File: src/rtl/mem_stage_if.sv
// EXE->MEM->WB pipeline handshake, data-SRAM response and status signals for mem_stage.
// The slave modport is the MEM stage's view; master is the surrounding pipeline.
interface mem_stage_if;
    logic         ws_allowin;
    logic         ms_allowin;
    logic         es_to_ms_valid;
    logic [224:0] es_to_ms_bus;
    logic         ms_to_ws_valid;
    logic [216:0] ms_to_ws_bus;
    logic         data_sram_data_ok;
    logic [31:0]  data_sram_rdata;
    logic         wb_ex;
    logic         wb_ertn;
    logic         wb_refetch;
    logic         out_ms_valid;
    logic         mem_ex;
    logic         mem_ertn;
    logic         mem_refetch;
    logic         mem_write_asid_ehi;
    logic [38:0]  ms_fwd_bus;

    modport master (
        output ws_allowin, es_to_ms_valid, es_to_ms_bus, data_sram_data_ok, data_sram_rdata,
               wb_ex, wb_ertn, wb_refetch,
        input  ms_allowin, ms_to_ws_valid, ms_to_ws_bus, out_ms_valid, mem_ex, mem_ertn,
               mem_refetch, mem_write_asid_ehi, ms_fwd_bus
    );

    modport slave (
        input  ws_allowin, es_to_ms_valid, es_to_ms_bus, data_sram_data_ok, data_sram_rdata,
               wb_ex, wb_ertn, wb_refetch,
        output ms_allowin, ms_to_ws_valid, ms_to_ws_bus, out_ms_valid, mem_ex, mem_ertn,
               mem_refetch, mem_write_asid_ehi, ms_fwd_bus
    );
endinterface

File: src/rtl/mem_stage.sv
// Pipeline MEM stage: waits for the data-SRAM response, extracts load data, forwards to WB,
// and drops responses owed to requests killed by a WB flush.
module mem_stage (
    input logic        clk,
    input logic        reset,
    mem_stage_if.slave pif
);
    logic         ms_valid;
    logic         wait_r;
    logic         rdata_vld;
    logic [31:0]  rdata_r;
    logic [1:0]   discard_cnt;
    // Incoming bus minus mem_re/mem_we, which only matter at acceptance.
    logic [222:0] bus_r;

    logic         refetch;
    logic [9:0]   tlb_bus;
    logic         rdcntid;
    logic [31:0]  vaddr;
    logic         has_int;
    logic [3:0]   exc_op;
    logic [31:0]  rj;
    logic [31:0]  rkd;
    logic [33:0]  csr_data;
    logic [4:0]   ld_op;
    logic         res_from_mem;
    logic         gr_we;
    logic [4:0]   dest;
    logic [31:0]  result;
    logic [31:0]  pc;

    assign {refetch, tlb_bus, rdcntid, vaddr, has_int, exc_op, rj, rkd, csr_data, ld_op,
            res_from_mem, gr_we, dest, result, pc} = bus_r;

    logic        flush;
    logic        in_mem_op;
    logic        discard_pend;
    logic        useful_data_ok;
    logic        ms_ready_go;
    logic        ms_allowin;
    logic        accept;
    logic [2:0]  disc_sum;
    logic [1:0]  discard_d;
    logic [31:0] raw;
    logic [31:0] lane;
    logic [31:0] load_data;
    logic [31:0] final_result;
    logic        csr_rd;
    logic        csr_wr;
    logic        csr_xchg;
    logic        fwd_we;
    logic        fwd_block;

    always_comb begin
        flush          = pif.wb_ex | pif.wb_ertn | pif.wb_refetch;
        in_mem_op      = pif.es_to_ms_bus[213] | pif.es_to_ms_bus[212];
        discard_pend   = discard_cnt != 2'd0;
        useful_data_ok = pif.data_sram_data_ok & ~discard_pend;
        ms_ready_go    = ~wait_r | useful_data_ok | rdata_vld;
        ms_allowin     = ~ms_valid | (ms_ready_go & pif.ws_allowin);
        accept         = pif.es_to_ms_valid & ms_allowin;

        // A response arriving in a flush cycle is retired before the killed ones are added.
        disc_sum = {1'b0, discard_cnt} - {2'b00, pif.data_sram_data_ok & discard_pend};
        if (flush) begin
            disc_sum = disc_sum + {2'b00, ms_valid & wait_r & ~useful_data_ok}
                                + {2'b00, accept & in_mem_op};
        end
        discard_d = (disc_sum > 3'd3) ? 2'd3 : disc_sum[1:0];

        raw  = rdata_vld ? rdata_r : pif.data_sram_rdata;
        lane = raw >> {vaddr[1:0], 3'b000};
        if (ld_op[4]) begin
            load_data = {{24{lane[7]}}, lane[7:0]};
        end else if (ld_op[3]) begin
            load_data = {24'h0, lane[7:0]};
        end else if (ld_op[2]) begin
            load_data = {{16{lane[15]}}, lane[15:0]};
        end else if (ld_op[1]) begin
            load_data = {16'h0, lane[15:0]};
        end else begin
            load_data = raw;
        end
        final_result = res_from_mem ? load_data : result;

        csr_rd    = csr_data[33];
        csr_wr    = csr_data[32];
        csr_xchg  = csr_data[31];
        fwd_we    = ms_valid & gr_we;
        fwd_block = fwd_we & ((res_from_mem & ~ms_ready_go) | csr_rd | csr_wr | csr_xchg
                              | rdcntid);
    end

    assign pif.ms_allowin     = ms_allowin;
    assign pif.ms_to_ws_valid = ms_valid & ms_ready_go;
    assign pif.ms_to_ws_bus   = {refetch, tlb_bus, rdcntid, vaddr, has_int, exc_op, rj, rkd,
                                 csr_data, gr_we, dest, final_result, pc};
    assign pif.out_ms_valid   = ms_valid;
    assign pif.mem_ex         = ms_valid & (has_int | (|exc_op));
    assign pif.mem_ertn       = ms_valid & csr_data[30];
    assign pif.mem_refetch    = ms_valid & refetch;
    assign pif.mem_write_asid_ehi = ms_valid & (((csr_wr | csr_xchg) &
                                    (csr_data[28:15] == 14'h18 || csr_data[28:15] == 14'h11))
                                    | tlb_bus[6]);
    assign pif.ms_fwd_bus     = {fwd_we, dest, final_result, fwd_block};

    always_ff @(posedge clk or posedge reset) begin
        if (reset) begin
            ms_valid    <= 1'b0;
            wait_r      <= 1'b0;
            rdata_vld   <= 1'b0;
            rdata_r     <= 32'h0;
            discard_cnt <= 2'd0;
            bus_r       <= '0;
        end else begin
            discard_cnt <= discard_d;

            if (flush) begin
                ms_valid <= 1'b0;
            end else if (ms_allowin) begin
                ms_valid <= pif.es_to_ms_valid;
            end

            if (accept && !flush) begin
                bus_r <= {pif.es_to_ms_bus[224:214], pif.es_to_ms_bus[211:0]};
            end

            if (flush) begin
                wait_r <= 1'b0;
            end else if (accept) begin
                wait_r <= in_mem_op;
            end else if (useful_data_ok) begin
                wait_r <= 1'b0;
            end

            // A held response belongs to the current instruction only, so a flush drops it.
            if (flush) begin
                rdata_vld <= 1'b0;
            end else if (ms_valid && ms_ready_go && pif.ws_allowin) begin
                rdata_vld <= 1'b0;
            end else if (useful_data_ok && ms_valid && wait_r && !pif.ws_allowin) begin
                rdata_vld <= 1'b1;
                rdata_r   <= pif.data_sram_rdata;
            end
        end
    end
endmodule
File: src/flat_wrapper.sv
// flat-port wrapper written by rule: the top's interface ports become plain ports
module mem_stage_flat 
  (clk, reset, pif_ws_allowin, pif_es_to_ms_valid, pif_es_to_ms_bus, pif_data_sram_data_ok, pif_data_sram_rdata, pif_wb_ex, pif_wb_ertn, pif_wb_refetch, pif_ms_allowin, pif_ms_to_ws_valid, pif_ms_to_ws_bus, pif_out_ms_valid, pif_mem_ex, pif_mem_ertn, pif_mem_refetch, pif_mem_write_asid_ehi, pif_ms_fwd_bus);
  mem_stage_if pif_i ();
  input logic clk;
  input logic reset;
  input wire logic [$bits(pif_i.ws_allowin)-1:0] pif_ws_allowin;
  input wire logic [$bits(pif_i.es_to_ms_valid)-1:0] pif_es_to_ms_valid;
  input wire logic [$bits(pif_i.es_to_ms_bus)-1:0] pif_es_to_ms_bus;
  input wire logic [$bits(pif_i.data_sram_data_ok)-1:0] pif_data_sram_data_ok;
  input wire logic [$bits(pif_i.data_sram_rdata)-1:0] pif_data_sram_rdata;
  input wire logic [$bits(pif_i.wb_ex)-1:0] pif_wb_ex;
  input wire logic [$bits(pif_i.wb_ertn)-1:0] pif_wb_ertn;
  input wire logic [$bits(pif_i.wb_refetch)-1:0] pif_wb_refetch;
  output wire logic [$bits(pif_i.ms_allowin)-1:0] pif_ms_allowin;
  output wire logic [$bits(pif_i.ms_to_ws_valid)-1:0] pif_ms_to_ws_valid;
  output wire logic [$bits(pif_i.ms_to_ws_bus)-1:0] pif_ms_to_ws_bus;
  output wire logic [$bits(pif_i.out_ms_valid)-1:0] pif_out_ms_valid;
  output wire logic [$bits(pif_i.mem_ex)-1:0] pif_mem_ex;
  output wire logic [$bits(pif_i.mem_ertn)-1:0] pif_mem_ertn;
  output wire logic [$bits(pif_i.mem_refetch)-1:0] pif_mem_refetch;
  output wire logic [$bits(pif_i.mem_write_asid_ehi)-1:0] pif_mem_write_asid_ehi;
  output wire logic [$bits(pif_i.ms_fwd_bus)-1:0] pif_ms_fwd_bus;
  assign pif_i.ws_allowin = pif_ws_allowin;
  assign pif_i.es_to_ms_valid = pif_es_to_ms_valid;
  assign pif_i.es_to_ms_bus = pif_es_to_ms_bus;
  assign pif_i.data_sram_data_ok = pif_data_sram_data_ok;
  assign pif_i.data_sram_rdata = pif_data_sram_rdata;
  assign pif_i.wb_ex = pif_wb_ex;
  assign pif_i.wb_ertn = pif_wb_ertn;
  assign pif_i.wb_refetch = pif_wb_refetch;
  assign pif_ms_allowin = pif_i.ms_allowin;
  assign pif_ms_to_ws_valid = pif_i.ms_to_ws_valid;
  assign pif_ms_to_ws_bus = pif_i.ms_to_ws_bus;
  assign pif_out_ms_valid = pif_i.out_ms_valid;
  assign pif_mem_ex = pif_i.mem_ex;
  assign pif_mem_ertn = pif_i.mem_ertn;
  assign pif_mem_refetch = pif_i.mem_refetch;
  assign pif_mem_write_asid_ehi = pif_i.mem_write_asid_ehi;
  assign pif_ms_fwd_bus = pif_i.ms_fwd_bus;
  mem_stage u_core (.clk(clk), .reset(reset), .pif(pif_i));
endmodule
File: config.mk
export PLATFORM = sky130hd
export DESIGN_NAME = mem_stage_flat
export DESIGN_NICKNAME = d
export VERILOG_FILES = /design/src/rtl/mem_stage_if.sv /design/src/rtl/mem_stage.sv /design/src/flat_wrapper.sv
export SDC_FILE = /design/constraint.sdc
export NUM_CORES = 1
export LEC_CHECK = 0
export BUFFER_PORTS_ARGS = -buffer_cell sky130_fd_sc_hd__buf_2
export CAP_MARGIN = 15
export CORE_AREA = 4 4 204 206
export CTS_BUF_LIST = sky130_fd_sc_hd__clkbuf_4
export DETAILED_ROUTE_END_ITERATION = 8
export DIE_AREA = 0 0 208 210
export GPL_ROUTABILITY_DRIVEN = 1
export GPL_TIMING_DRIVEN = 0
export SYNTH_ARGS = -nofsm -noshare
export SYNTH_HDL_FRONTEND = slang
export SYNTH_SLANG_ARGS = --single-unit
export TNS_END_PERCENT = 1
File: constraint.sdc
create_clock -name clk -period 10.7 [get_ports clk]
set_input_delay 1.605 -clock clk [delete_from_list [all_inputs] [get_ports clk]]
set_output_delay 1.605 -clock clk [all_outputs]
set_load 0.02 [all_outputs]
=== After elaboration in Yosys (flattened, before gate mapping) ===
Cells that the tools add are included.

* Output and inout bits: 263
* Word-level logic and storage cells: 80
* Bits in registers: 260
* Bits of input ports: 265

* Equality and inequality tests: 2
* $add $sub $neg: 3
* Bitwise logic cells: 36
* $lt $le $gt $ge: 1
* Muxes and demuxes: 16
* Shift-type cells: 1
* Reduce and logical (&&, ||, !) cells: 15

{| class="wikitable"
|+ Operators with widths
! cell !! number
|-
| $mux 32 || 6
|-
| $shr 32x5->16 || 1
|-
| $eq 14x5->1 const B || 2
|-
| $and 1x1->1 || 16
|-
| $or 1x1->1 || 13
|-
| $mux 1 || 8
|-
| $not 1->1 || 7
|-
| $add 3x1->3 || 2
|-
| $logic_and 1x1->1 || 6
|-
| $reduce_bool 3->1 || 2
|-
| $reduce_bool 2->1 || 2
|-
| $reduce_or 4->1 || 1
|-
| $gt 3x2->1 const B || 1
|-
| $mux 3 || 1
|-
| $reduce_and 3->1 || 1
|-
| $sub 2x1->3 || 1
|-
| $logic_not 1->1 || 2
|-
| $mux 2 || 1
|-
| $logic_or 1x1->1 || 1
|}

=== Longest topological paths before layout ===
Gate-level depths: netlist of the first run.

* Depth in word-level cells: 13
* Mapped depth: 10
* Depth with buffers taken out: 10

=== Worst setup path before layout of the first run ===
Ideal clock, no wire load.

* Path type: input-to-output
* From: input port pif_data_sram_rdata[31]
* To: output port pif_ms_to_ws_bus[53]
* Cell stages on the path: 7
* Data required time: 9.095 ns
* Buffers on the path: 2
* Setup slack: 5.763 ns
* Arrival: 3.332 ns
* Path through: mux2_4 -> mux4_2 -> a21boi_4 -> nand2_4 -> buf_6 -> o22a_1 -> buf_4

* Cells in the longest elaborated chain, start to end: 6

{| class="wikitable"
|+ Ends and longest elaborated chain
! what !! line !! source
|-
| start, declared || flat_wrapper.sv:11 || <nowiki>input wire logic [$bits(pif_i.data_sram_rdata)-1:0] pif_data_sram_rdata;</nowiki>
|-
| $mux 32 (*) || mem_stage.sv:71 || <nowiki>raw = rdata_vld ? rdata_r : pif.data_sram_rdata;</nowiki>
|-
| $shr 32x5->16 (*) || mem_stage.sv:72 || <nowiki>lane = raw >> {vaddr[1:0], 3'b000};</nowiki>
|-
| $mux 32 || mem_stage.sv:77 || <nowiki>end else if (ld_op[2]) begin</nowiki>
|-
| $mux 32 || mem_stage.sv:75 || <nowiki>end else if (ld_op[3]) begin</nowiki>
|-
| $mux 32 (*) || mem_stage.sv:73 || <nowiki>if (ld_op[4]) begin</nowiki>
|-
| $mux 32 (*) || mem_stage.sv:84 || <nowiki>final_result = res_from_mem ? load_data : result;</nowiki>
|-
| end, declared || flat_wrapper.sv:17 || <nowiki>output wire logic [$bits(pif_i.ms_to_ws_bus)-1:0] pif_ms_to_ws_bus;</nowiki>
|}

Mark *: on every way between the ends. The rest lies on a longest branch, timed or not.

=== Worst setup path in the final report of the first run ===
* From: input port pif_data_sram_rdata[7]
* To: output port pif_ms_to_ws_bus[59]

The elaborated chain is that of the path after synthesis.

==> results of run 1 <==
## placed cells by master, fill, tap and decap left out, drive strengths merged, types with 2 or more instances in the layout
master	n
a21boi	2
a21oi	18
a22oi	7
and2	3
buf	785
bufinv	3
clkbuf	122
clkinv	13
dfrtp	259
diode	2
ha	3
inv	11
mux2	274
mux2i	23
nand2	13
nand2b	2
nand3	4
nor2	36
nor2b	2
nor3	3
nor3b	3
nor4	3
o211ai	9
o21a	2
o21ai	3
o22a	16
o22ai	15
or3	2
## power by group
group	switching (uW)	internal, uW
sequential	124	1170
combinational	733	661
clock	426	533
total	1280	2360
## per-stage QoR
stage	util	hold slack (ps)	instance area, um^2	cells
after global routing	0.431	510	17100	2176
after floorplan	-	464	12700	994
after CTS	0.431	502	17100	2174
final	0.431	503	17100	2176
after detailed placement	0.406	488	16100	2047
after global placement	0.404	477	16000	2045
## layer usage
layer | vias up | global-route usage
met3 | 70 | 0.0713
met5 | - | 0
li1 | 4479 | -
met1 | 4744 | 0.200
met4 | 12 | 0.0736
met2 | 477 | 0.325
## final timing paths
check,slack (ps),start,cells after the start,to
worst max-delay path,5390,pif_data_sram_rdata[7],9,pif_ms_to_ws_bus[59]
worst min-delay path,500,u_core.rdata_r[5],1,u_core.rdata_r[5]
worst max register to register,7760,u_core.rdata_vld,7,u_core.bus_r[38]
worst min register to register,500,u_core.rdata_r[5],1,u_core.rdata_r[5]
max in group asynchronous,8410,reset,4,u_core.discard_cnt[0]
min in group asynchronous,850,reset,2,u_core.bus_r[118]
## state kept, by name, summed over array words and instances, names as in the netlist
name and cells:
u_core.rdata_vld 1, u_core.wait_r 1, u_core.bus_r 222, u_core.discard_cnt 2, u_core.pif.out_ms_valid 1, u_core.rdata_r 32
## synthesized netlist by cell type (all sizes together) (3+ instances only)
master,number,share of area
nand3,4,0.0016
o22ai,15,0.0074
o21ai,3,0.0015
dfrtp,259,0.51
mux2i,23,0.018
a22oi,7,0.0041
and2,3,0.0015
nand2,13,0.0044
buf,257,0.15
inv,9,0.0027
nor4,3,0.0015
ha,3,0.0029
o211ai,9,0.0053
nor3,3,0.0012
mux2,274,0.24
nor2,36,0.011
clkbuf,14,0.0041
o22a,16,0.011
nor3b,3,0.0018
a21oi,18,0.0071
## final cells by class
class,instances,area share
clock buffers,108,0.0475
diodes,2,0.000293
plain buffers,271,0.112
multi-input cells,455,0.253
repair buffers,528,0.157
clock inverters,19,0.00931
inverters,9,0.00242
flip-flops and latches,259,0.380
well taps,525,0.0385
## cell families after synthesis
kind of cell    Yosys count  share of synthesized area
flops                   259                      0.509
buf+inv                 280                      0.152
fa+ha+maj                 4                    0.00452
simple gates             73                     0.0267
mux                     298                      0.263
compound gates           78                     0.0435
xor+xnor                  2                    0.00137
## worst reg2reg max path: cells and delay by family (launching register included)
kind	cells	cell delay (ps)
AO/OA/AOI/OAI	1	170
flip-flops	1	370
multiplexers	1	420
AND/OR/NAND/NOR	2	820
buffers and inverters	3	1050
==> report_table.html, run 1 <==
<table>
<tr><th>Metric</th><th>Value</th></tr>
<tr><th colspan="2">Timing</th></tr>
<tr><td>Relative slew margins</td><td>0.538</td></tr>
<tr><td>Setup_tns</td><td>0 ps</td></tr>
<tr><td>Max Clock Freq</td><td>0.188 GHz</td></tr>
<tr><td>Final slew viol count</td><td>0</td></tr>
<tr><td>Final Hold Vio Count</td><td>0</td></tr>
<tr><td>Time the worst path needs with I/O delays and setup</td><td>5310 ps</td></tr>
<tr><td>Unrepaired setup endpoints after global routing</td><td>no</td></tr>
<tr><td>Setup violation total in the final timing report</td><td>0</td></tr>
<tr><td>Final worst path period share</td><td>0.496</td></tr>
<tr><td>Worst-margin pin slew</td><td>693 ps</td></tr>
<tr><td>Final setup margin</td><td>5390 ps</td></tr>
<tr><td>Post-Route Skew</td><td>40.5 ps</td></tr>
<tr><th colspan="2">Global route</th></tr>
<tr><td>Global-route wire length before repair</td><td>62.1 mm</td></tr>
<tr><td>Leftover overflow at the end of global routing</td><td>0</td></tr>
<tr><td>Total track usage</td><td>0.184</td></tr>
<tr><td>Via count of the first global-routing pass</td><td>10,500</td></tr>
<tr><td>Number of antenna violations at the first check in global routing</td><td>8</td></tr>
<tr><td>Pin count of the biggest net entering global routing</td><td>112</td></tr>
<tr><th colspan="2">Clocking</th></tr>
<tr><td>CTS tree</td><td>built</td></tr>
<tr><td>H-tree levels</td><td>3</td></tr>
<tr><td>Post-CTS Hold Buffers</td><td>0</td></tr>
<tr><td>Post CTS Setup Buffer Count</td><td>0</td></tr>
<tr><td>Clk slew on worst S/H paths</td><td>60 ps</td></tr>
<tr><td>Sink Count</td><td>259</td></tr>
<tr><td>Post-cts resize count</td><td>0</td></tr>
<tr><td>Cell at the root of the clock tree</td><td>clkbuf_4</td></tr>
<tr><td>Clock latency on the worst-skew pair</td><td>740 ps</td></tr>
<tr><td>Maximum clock path buffer count</td><td>3</td></tr>
<tr><td>TritonCTS Buffers</td><td>75</td></tr>
<tr><th colspan="2">Die</th></tr>
<tr><td>Full die area</td><td>0.0437 mm^2</td></tr>
<tr><td>Width of the chip</td><td>208 um</td></tr>
<tr><td>Die height</td><td>210 um</td></tr>
<tr><td>Starting Density</td><td>0.322</td></tr>
<tr><td>Std cell rows</td><td>73</td></tr>
<tr><td>I/O pin cnt</td><td>528</td></tr>
<tr><td>Core Region</td><td>0.0396 mm^2</td></tr>
<tr><th colspan="2">Cells and area</th></tr>
<tr><td>Layout-stage area growth over the synthesis result</td><td>33.9%</td></tr>
<tr><td>Post-layout nets</td><td>1,868</td></tr>
<tr><td>Seq. cell area</td><td>0.00648 mm^2</td></tr>
<tr><td>Fill cell count</td><td>3,862</td></tr>
<tr><td>Area used by multi-input combinational logic</td><td>0.00432 mm^2</td></tr>
<tr><td>Proportion of layout cells with a drive suffix above 1</td><td>0.712</td></tr>
<tr><th colspan="2">Detailed routing</th></tr>
<tr><td>Vias</td><td>9,782</td></tr>
<tr><td>Topmost layer with routed signal wires</td><td>met5</td></tr>
<tr><td>Routed length on met3</td><td>4.08 mm</td></tr>
<tr><td>Total length of routed wires</td><td>41.3 mm</td></tr>
<tr><td>Routed len/inst</td><td>19.0 um</td></tr>
<tr><td>Post-Route M1 WL</td><td>14.9 mm</td></tr>
<tr><td>First drt pass iteration count</td><td>5</td></tr>
<tr><td>Length of routed met2 wiring</td><td>21.0 mm</td></tr>
<tr><td>ANT nets after route</td><td>0</td></tr>
<tr><td>Detailed-route vias per instance</td><td>4.50</td></tr>
<tr><td>Initial drt markers</td><td>354</td></tr>
<tr><td>Final routed DRC violation total</td><td>0</td></tr>
<tr><th colspan="2">Yosys</th></tr>
<tr><td>Post-synth ARST share</td><td>1.00</td></tr>
<tr><td>Post-Synthesis Net Count</td><td>1,263</td></tr>
<tr><td>Post-synth top flop</td><td>dfrtp_1</td></tr>
<tr><td>Synth unique cells</td><td>46</td></tr>
<tr><td>Post-synthesis area per instance</td><td>12.8 um^2</td></tr>
<tr><td>Total of flip-flops plus latches after synthesis</td><td>259</td></tr>
<tr><td>Count of yosys warnings during synthesis</td><td>0</td></tr>
<tr><td>Number of standard cells after synthesis</td><td>994</td></tr>
<tr><td>Post-synthesis instance area</td><td>0.0127 mm^2</td></tr>
<tr><td>Share of the yosys chip area belonging to registers</td><td>0.509</td></tr>
<tr><td>Number of flops mapped to enable cells by yosys</td><td>0</td></tr>
<tr><th colspan="2">Setup path</th></tr>
<tr><td>Worst setup path class</td><td>primary input to primary output</td></tr>
<tr><td>Crit path launch type</td><td>primary input</td></tr>
<tr><td>Critical path's slowest cell</td><td>mux4_2</td></tr>
<tr><td>Critical Path End Type</td><td>primary output</td></tr>
<tr><td>Worst-path fanout max</td><td>10</td></tr>
<tr><td>Data arrival time of the critical path</td><td>3710 ps</td></tr>
<tr><td>Crit path buffers/inverters</td><td>4</td></tr>
<tr><td>Required @ worst endpoint</td><td>9100 ps</td></tr>
<tr><td>Crit path cell chain</td><td>buf_2 &gt; mux2_4 &gt; mux4_2 &gt; a21boi_4 &gt; nand2_4 &gt; buf_6 &gt; o22a_1 &gt; buf_4 &gt; buf_2</td></tr>
<tr><td>Most frequent cell on the critical path</td><td>buf_2</td></tr>
<tr><td>Longest individual stage delay on the worst path</td><td>520 ps</td></tr>
<tr><td>CP top delay family</td><td>multiplexers</td></tr>
<tr><th colspan="2">Run</th></tr>
<tr><td>Max-Cap Viols</td><td>0</td></tr>
<tr><th colspan="2">Outcome</th></tr>
<tr><td>Status</td><td>finished, final reports clean</td></tr>
<tr><th colspan="2">Placement</th></tr>
<tr><td>Half-perimeter wire length after detailed placement</td><td>32.9 mm</td></tr>
<tr><td>Final estimated routing congestion in global placement</td><td>0.973</td></tr>
<tr><td>Total of buffers placed on input and output ports</td><td>526</td></tr>
<tr><td>Pre-CTS worst setup slack</td><td>5410 ps</td></tr>
<tr><th colspan="2">Hold path</th></tr>
<tr><td>Min-delay worst type</td><td>flip-flop to flip-flop</td></tr>
<tr><th colspan="2">Power</th></tr>
<tr><td>Power density cells</td><td>214 mW/mm^2</td></tr>
<tr><td>Final Power</td><td>3650 uW</td></tr>
<tr><td>Static Leakage</td><td>0.00879 uW</td></tr>
<tr><td>Maximum VDD drop</td><td>0.122 mV</td></tr>
</table>
(Power assumes the default switching activity.)
==> run 2: changes to the inputs <==
==> constraint.sdc (replaced) <==
create_clock -name clk -period 4.7 [get_ports clk]
set_input_delay 0.705 -clock clk [delete_from_list [all_inputs] [get_ports clk]]
set_output_delay 0.705 -clock clk [all_outputs]
set_load 0.02 [all_outputs]
==> run 2 against run 1 <==
Effect of this change:
- total power grew 130%
- die area is the same
- critical endpoint is now pif_ms_to_ws_bus[42]
- critical path depth shrank 1
- largest power group unchanged
- count of clock-buffer cells in the layout grew 4
==> report_table.html, run 2 (synthesized netlist as in run 1, its figures left out) <==
<table>
<tr><th>Metric</th><th>Value</th></tr>
<tr><th colspan="2">Outcome</th></tr>
<tr><td>Status</td><td>finished, final reports clean</td></tr>
<tr><th colspan="2">Detailed routing</th></tr>
<tr><td>Total length of routed wires</td><td>40.4 mm (-2.2%)</td></tr>
<tr><td>Final routed DRC violation total</td><td>0 (unchanged)</td></tr>
<tr><td>Detailed-route vias per instance</td><td>4.45 (-1.1%)</td></tr>
<tr><td>ANT nets after route</td><td>0 (unchanged)</td></tr>
<tr><td>Vias</td><td>9,705 (-0.79%)</td></tr>
<tr><td>Routed len/inst</td><td>18.5 um (-2.5%)</td></tr>
<tr><td>First drt pass iteration count</td><td>5 (unchanged)</td></tr>
<tr><td>Initial drt markers</td><td>352 (-0.56%)</td></tr>
<tr><th colspan="2">Placement</th></tr>
<tr><td>Half-perimeter wire length after detailed placement</td><td>32.5 mm (-1.2%)</td></tr>
<tr><td>Placed standard-cell area</td><td>0.0162 mm^2 (+0.51%)</td></tr>
<tr><td>Final estimated routing congestion in global placement</td><td>0.924 (-5.0%)</td></tr>
<tr><td># placed instances</td><td>2,052 (+0.24%)</td></tr>
<tr><td>Total of buffers placed on input and output ports</td><td>526 (unchanged)</td></tr>
<tr><th colspan="2">Setup path</th></tr>
<tr><td>CP top delay family</td><td>buffers and inverters</td></tr>
<tr><td>Critical Path End Type</td><td>primary output</td></tr>
<tr><td>Crit path launch type</td><td>flip-flop</td></tr>
<tr><td>Crit path cell chain</td><td>clkbuf_1 &gt; clkbuf_1 &gt; o22ai_1 &gt; clkbuf_1 &gt; o211ai_1 &gt; a21oi_1 &gt; buf_4 &gt; buf_2</td></tr>
<tr><td>Longest individual stage delay on the worst path</td><td>450 ps (-70 ps)</td></tr>
<tr><td>Cell count of the worst reg-to-reg path</td><td>7 (unchanged)</td></tr>
<tr><td>Worst-path fanout max</td><td>10 (unchanged)</td></tr>
<tr><td>Required @ worst endpoint</td><td>3990 ps (-5110 ps)</td></tr>
<tr><td>Critical path's slowest cell</td><td>a21oi_1</td></tr>
<tr><td>Instance count on the critical path</td><td>8 (-1)</td></tr>
<tr><td>Worst setup path class</td><td>flip-flop to primary output</td></tr>
<tr><td>Most frequent cell on the critical path</td><td>clkbuf_1</td></tr>
<tr><td>Data arrival time of the critical path</td><td>3540 ps (-170 ps)</td></tr>
<tr><td>Crit path buffers/inverters</td><td>5 (+1)</td></tr>
<tr><th colspan="2">Cells and area</th></tr>
<tr><td>Register with the most flip-flops</td><td>u_core.bus_r</td></tr>
<tr><td>Fill cell count</td><td>3,875 (+0.34%)</td></tr>
<tr><td>Most common cell after layout, fill and taps aside</td><td>buf_2</td></tr>
<tr><td>Filler-free cell count of the finished design</td><td>2,183 (+0.32%)</td></tr>
<tr><td>Number of flip-flops in the largest register</td><td>222 (unchanged)</td></tr>
<tr><td>Proportion of layout cells with a drive suffix above 1</td><td>0.715 (+0.00277)</td></tr>
<tr><td>Layout-stage area growth over the synthesis result</td><td>34.7%</td></tr>
<tr><td>Registers with the most flip-flops</td><td>u_core.bus_r x222, u_core.rdata_r x32, u_core.discard_cnt x2</td></tr>
<tr><td>Final Cell Area</td><td>0.0172 mm^2 (+0.56%)</td></tr>
<tr><td>Top library cells by usage in the layout, fill and taps aside</td><td>buf_2 (553), mux2_2 (269), dfrtp_1 (259)</td></tr>
<tr><td>Post-layout nets</td><td>1,874 (+0.32%)</td></tr>
<tr><th colspan="2">Clocking</th></tr>
<tr><td>CTS tree</td><td>built</td></tr>
<tr><td>Clock latency on the worst-skew pair</td><td>730 ps (about the same)</td></tr>
<tr><td>Cell at the root of the clock tree</td><td>clkbuf_4</td></tr>
<tr><td>Sink Count</td><td>259 (unchanged)</td></tr>
<tr><td>H-tree levels</td><td>3 (unchanged)</td></tr>
<tr><td>Post CTS Setup Buffer Count</td><td>0 (unchanged)</td></tr>
<tr><td>TritonCTS Buffers</td><td>75 (unchanged)</td></tr>
<tr><td>Post-CTS Hold Buffers</td><td>1 (+1)</td></tr>
<tr><td>Maximum clock path buffer count</td><td>3 (unchanged)</td></tr>
<tr><td>Post-cts resize count</td><td>0 (unchanged)</td></tr>
<tr><td>Clk slew on worst S/H paths</td><td>70 ps (about the same)</td></tr>
<tr><th colspan="2">Power</th></tr>
<tr><td>Static Leakage</td><td>0.00883 uW (+0.46%)</td></tr>
<tr><td>Maximum VDD drop</td><td>0.242 mV (+99%)</td></tr>
<tr><td>Power density cells</td><td>482 mW/mm^2 (+130%)</td></tr>
<tr><td>Final Power</td><td>8280 uW (+130%)</td></tr>
<tr><th colspan="2">Global route</th></tr>
<tr><td>Leftover overflow at the end of global routing</td><td>0 (unchanged)</td></tr>
<tr><td>Number of antenna violations at the first check in global routing</td><td>10 (+2)</td></tr>
<tr><td>Total track usage</td><td>0.179 (-0.00528)</td></tr>
<tr><td>Global-route wire length before repair</td><td>60.7 mm (-2.2%)</td></tr>
<tr><td>Via count of the first global-routing pass</td><td>10,600 (+0.89%)</td></tr>
<tr><td>Pin count of the biggest net entering global routing</td><td>41 (-63%)</td></tr>
<tr><th colspan="2">Timing</th></tr>
<tr><td>Relative slew margins</td><td>0.509 (-0.0286)</td></tr>
<tr><td>Time the worst path needs with I/O delays and setup</td><td>4250 ps</td></tr>
<tr><td>Setup_tns</td><td>0 ps (unchanged)</td></tr>
<tr><td>Worst-margin pin slew</td><td>733 ps (+40.2 ps)</td></tr>
<tr><td>Final Hold Vio Count</td><td>0 (unchanged)</td></tr>
<tr><td>Final worst path period share</td><td>0.904</td></tr>
<tr><td>Final slew viol count</td><td>0 (unchanged)</td></tr>
<tr><td>Setup violation total in the final timing report</td><td>0 (unchanged)</td></tr>
<tr><td>Post-Route Skew</td><td>33.5 ps (-7.04 ps)</td></tr>
<tr><td>Max Clock Freq</td><td>0.235 GHz</td></tr>
<tr><td>Unrepaired setup endpoints after global routing</td><td>no</td></tr>
<tr><th colspan="2">Die</th></tr>
<tr><td>I/O pin cnt</td><td>528 (unchanged)</td></tr>
<tr><td>Width of the chip</td><td>208 um (unchanged)</td></tr>
<tr><td>Core Region</td><td>0.0396 mm^2 (unchanged)</td></tr>
<tr><td>Starting Density</td><td>0.322 (unchanged)</td></tr>
<tr><td>Std cell rows</td><td>73 (unchanged)</td></tr>
<tr><td>Full die area</td><td>0.0437 mm^2 (unchanged)</td></tr>
<tr><td>Die height</td><td>210 um (unchanged)</td></tr>
<tr><th colspan="2">Hold path</th></tr>
<tr><td>Min-delay worst type</td><td>primary input to flip-flop</td></tr>
<tr><td>Instance count along the most critical hold path</td><td>2 (+1)</td></tr>
<tr><th colspan="2">Run</th></tr>
<tr><td>Max-Cap Viols</td><td>0 (unchanged)</td></tr>
</table>
[run 2: final cells by class]
| type | instances | area, um^2 | share of cell area |
|---|---|---|---|
| sequential | 259 | 6480 | 0.378 |
| clock inverter | 11 | 120 | 0.00700 |
| antenna | 7 | 17.5 | 0.00102 |
| multi-input combinational | 455 | 4320 | 0.252 |
| buffer | 271 | 1910 | 0.111 |
| inverter | 9 | 37.5 | 0.00219 |
| tap | 525 | 657 | 0.0383 |
| clock buffer | 112 | 841 | 0.0490 |
| timing repair buffer | 534 | 2780 | 0.162 |
[run 2: per-layer routing]
| metal | vias up | GRT usage | routed length, um |
|---|---|---|---|
| li1 | 4504 | - | - |
| met5 | - | 0 | 13 |
| met2 | 468 | 0.312 | 20300 |
| met1 | 4649 | 0.195 | 14900 |
| met3 | 82 | 0.0677 | 3830 |
| met4 | 2 | 0.0806 | 1430 |
[run 2: per-stage QoR]
step	worst slack, ps	utilization	hold WS (ps)
6_report	453	0.433	203
2_1_floorplan	581	-	464
5_1_grt	229	0.433	108
3_5_place_dp	1200	0.408	488
4_1_cts	402	0.433	84.3
3_3_place_gp	-1220	0.405	474
[run 2: final timing paths]
check                                       end             startpoint  slack [ps]
max                        pif_ms_to_ws_bus[42]      u_core.bus_r[180]         450
min                           u_core.bus_r[152]  pif_es_to_ms_bus[152]         200
max reg2reg                    u_core.bus_r[35]       u_core.rdata_vld        1990
min reg2reg                   u_core.bus_r[163]      u_core.bus_r[163]         500
max in group asynchronous     u_core.bus_r[206]                  reset        2860
min in group asynchronous      u_core.bus_r[29]                  reset         500
[run 2: power breakdown]
group	switching [uW]	leakage [uW]	internal [uW]
clock	937	0.000573	1240
combinational	1660	0.00508	1510
sequential	272	0.00317	2660
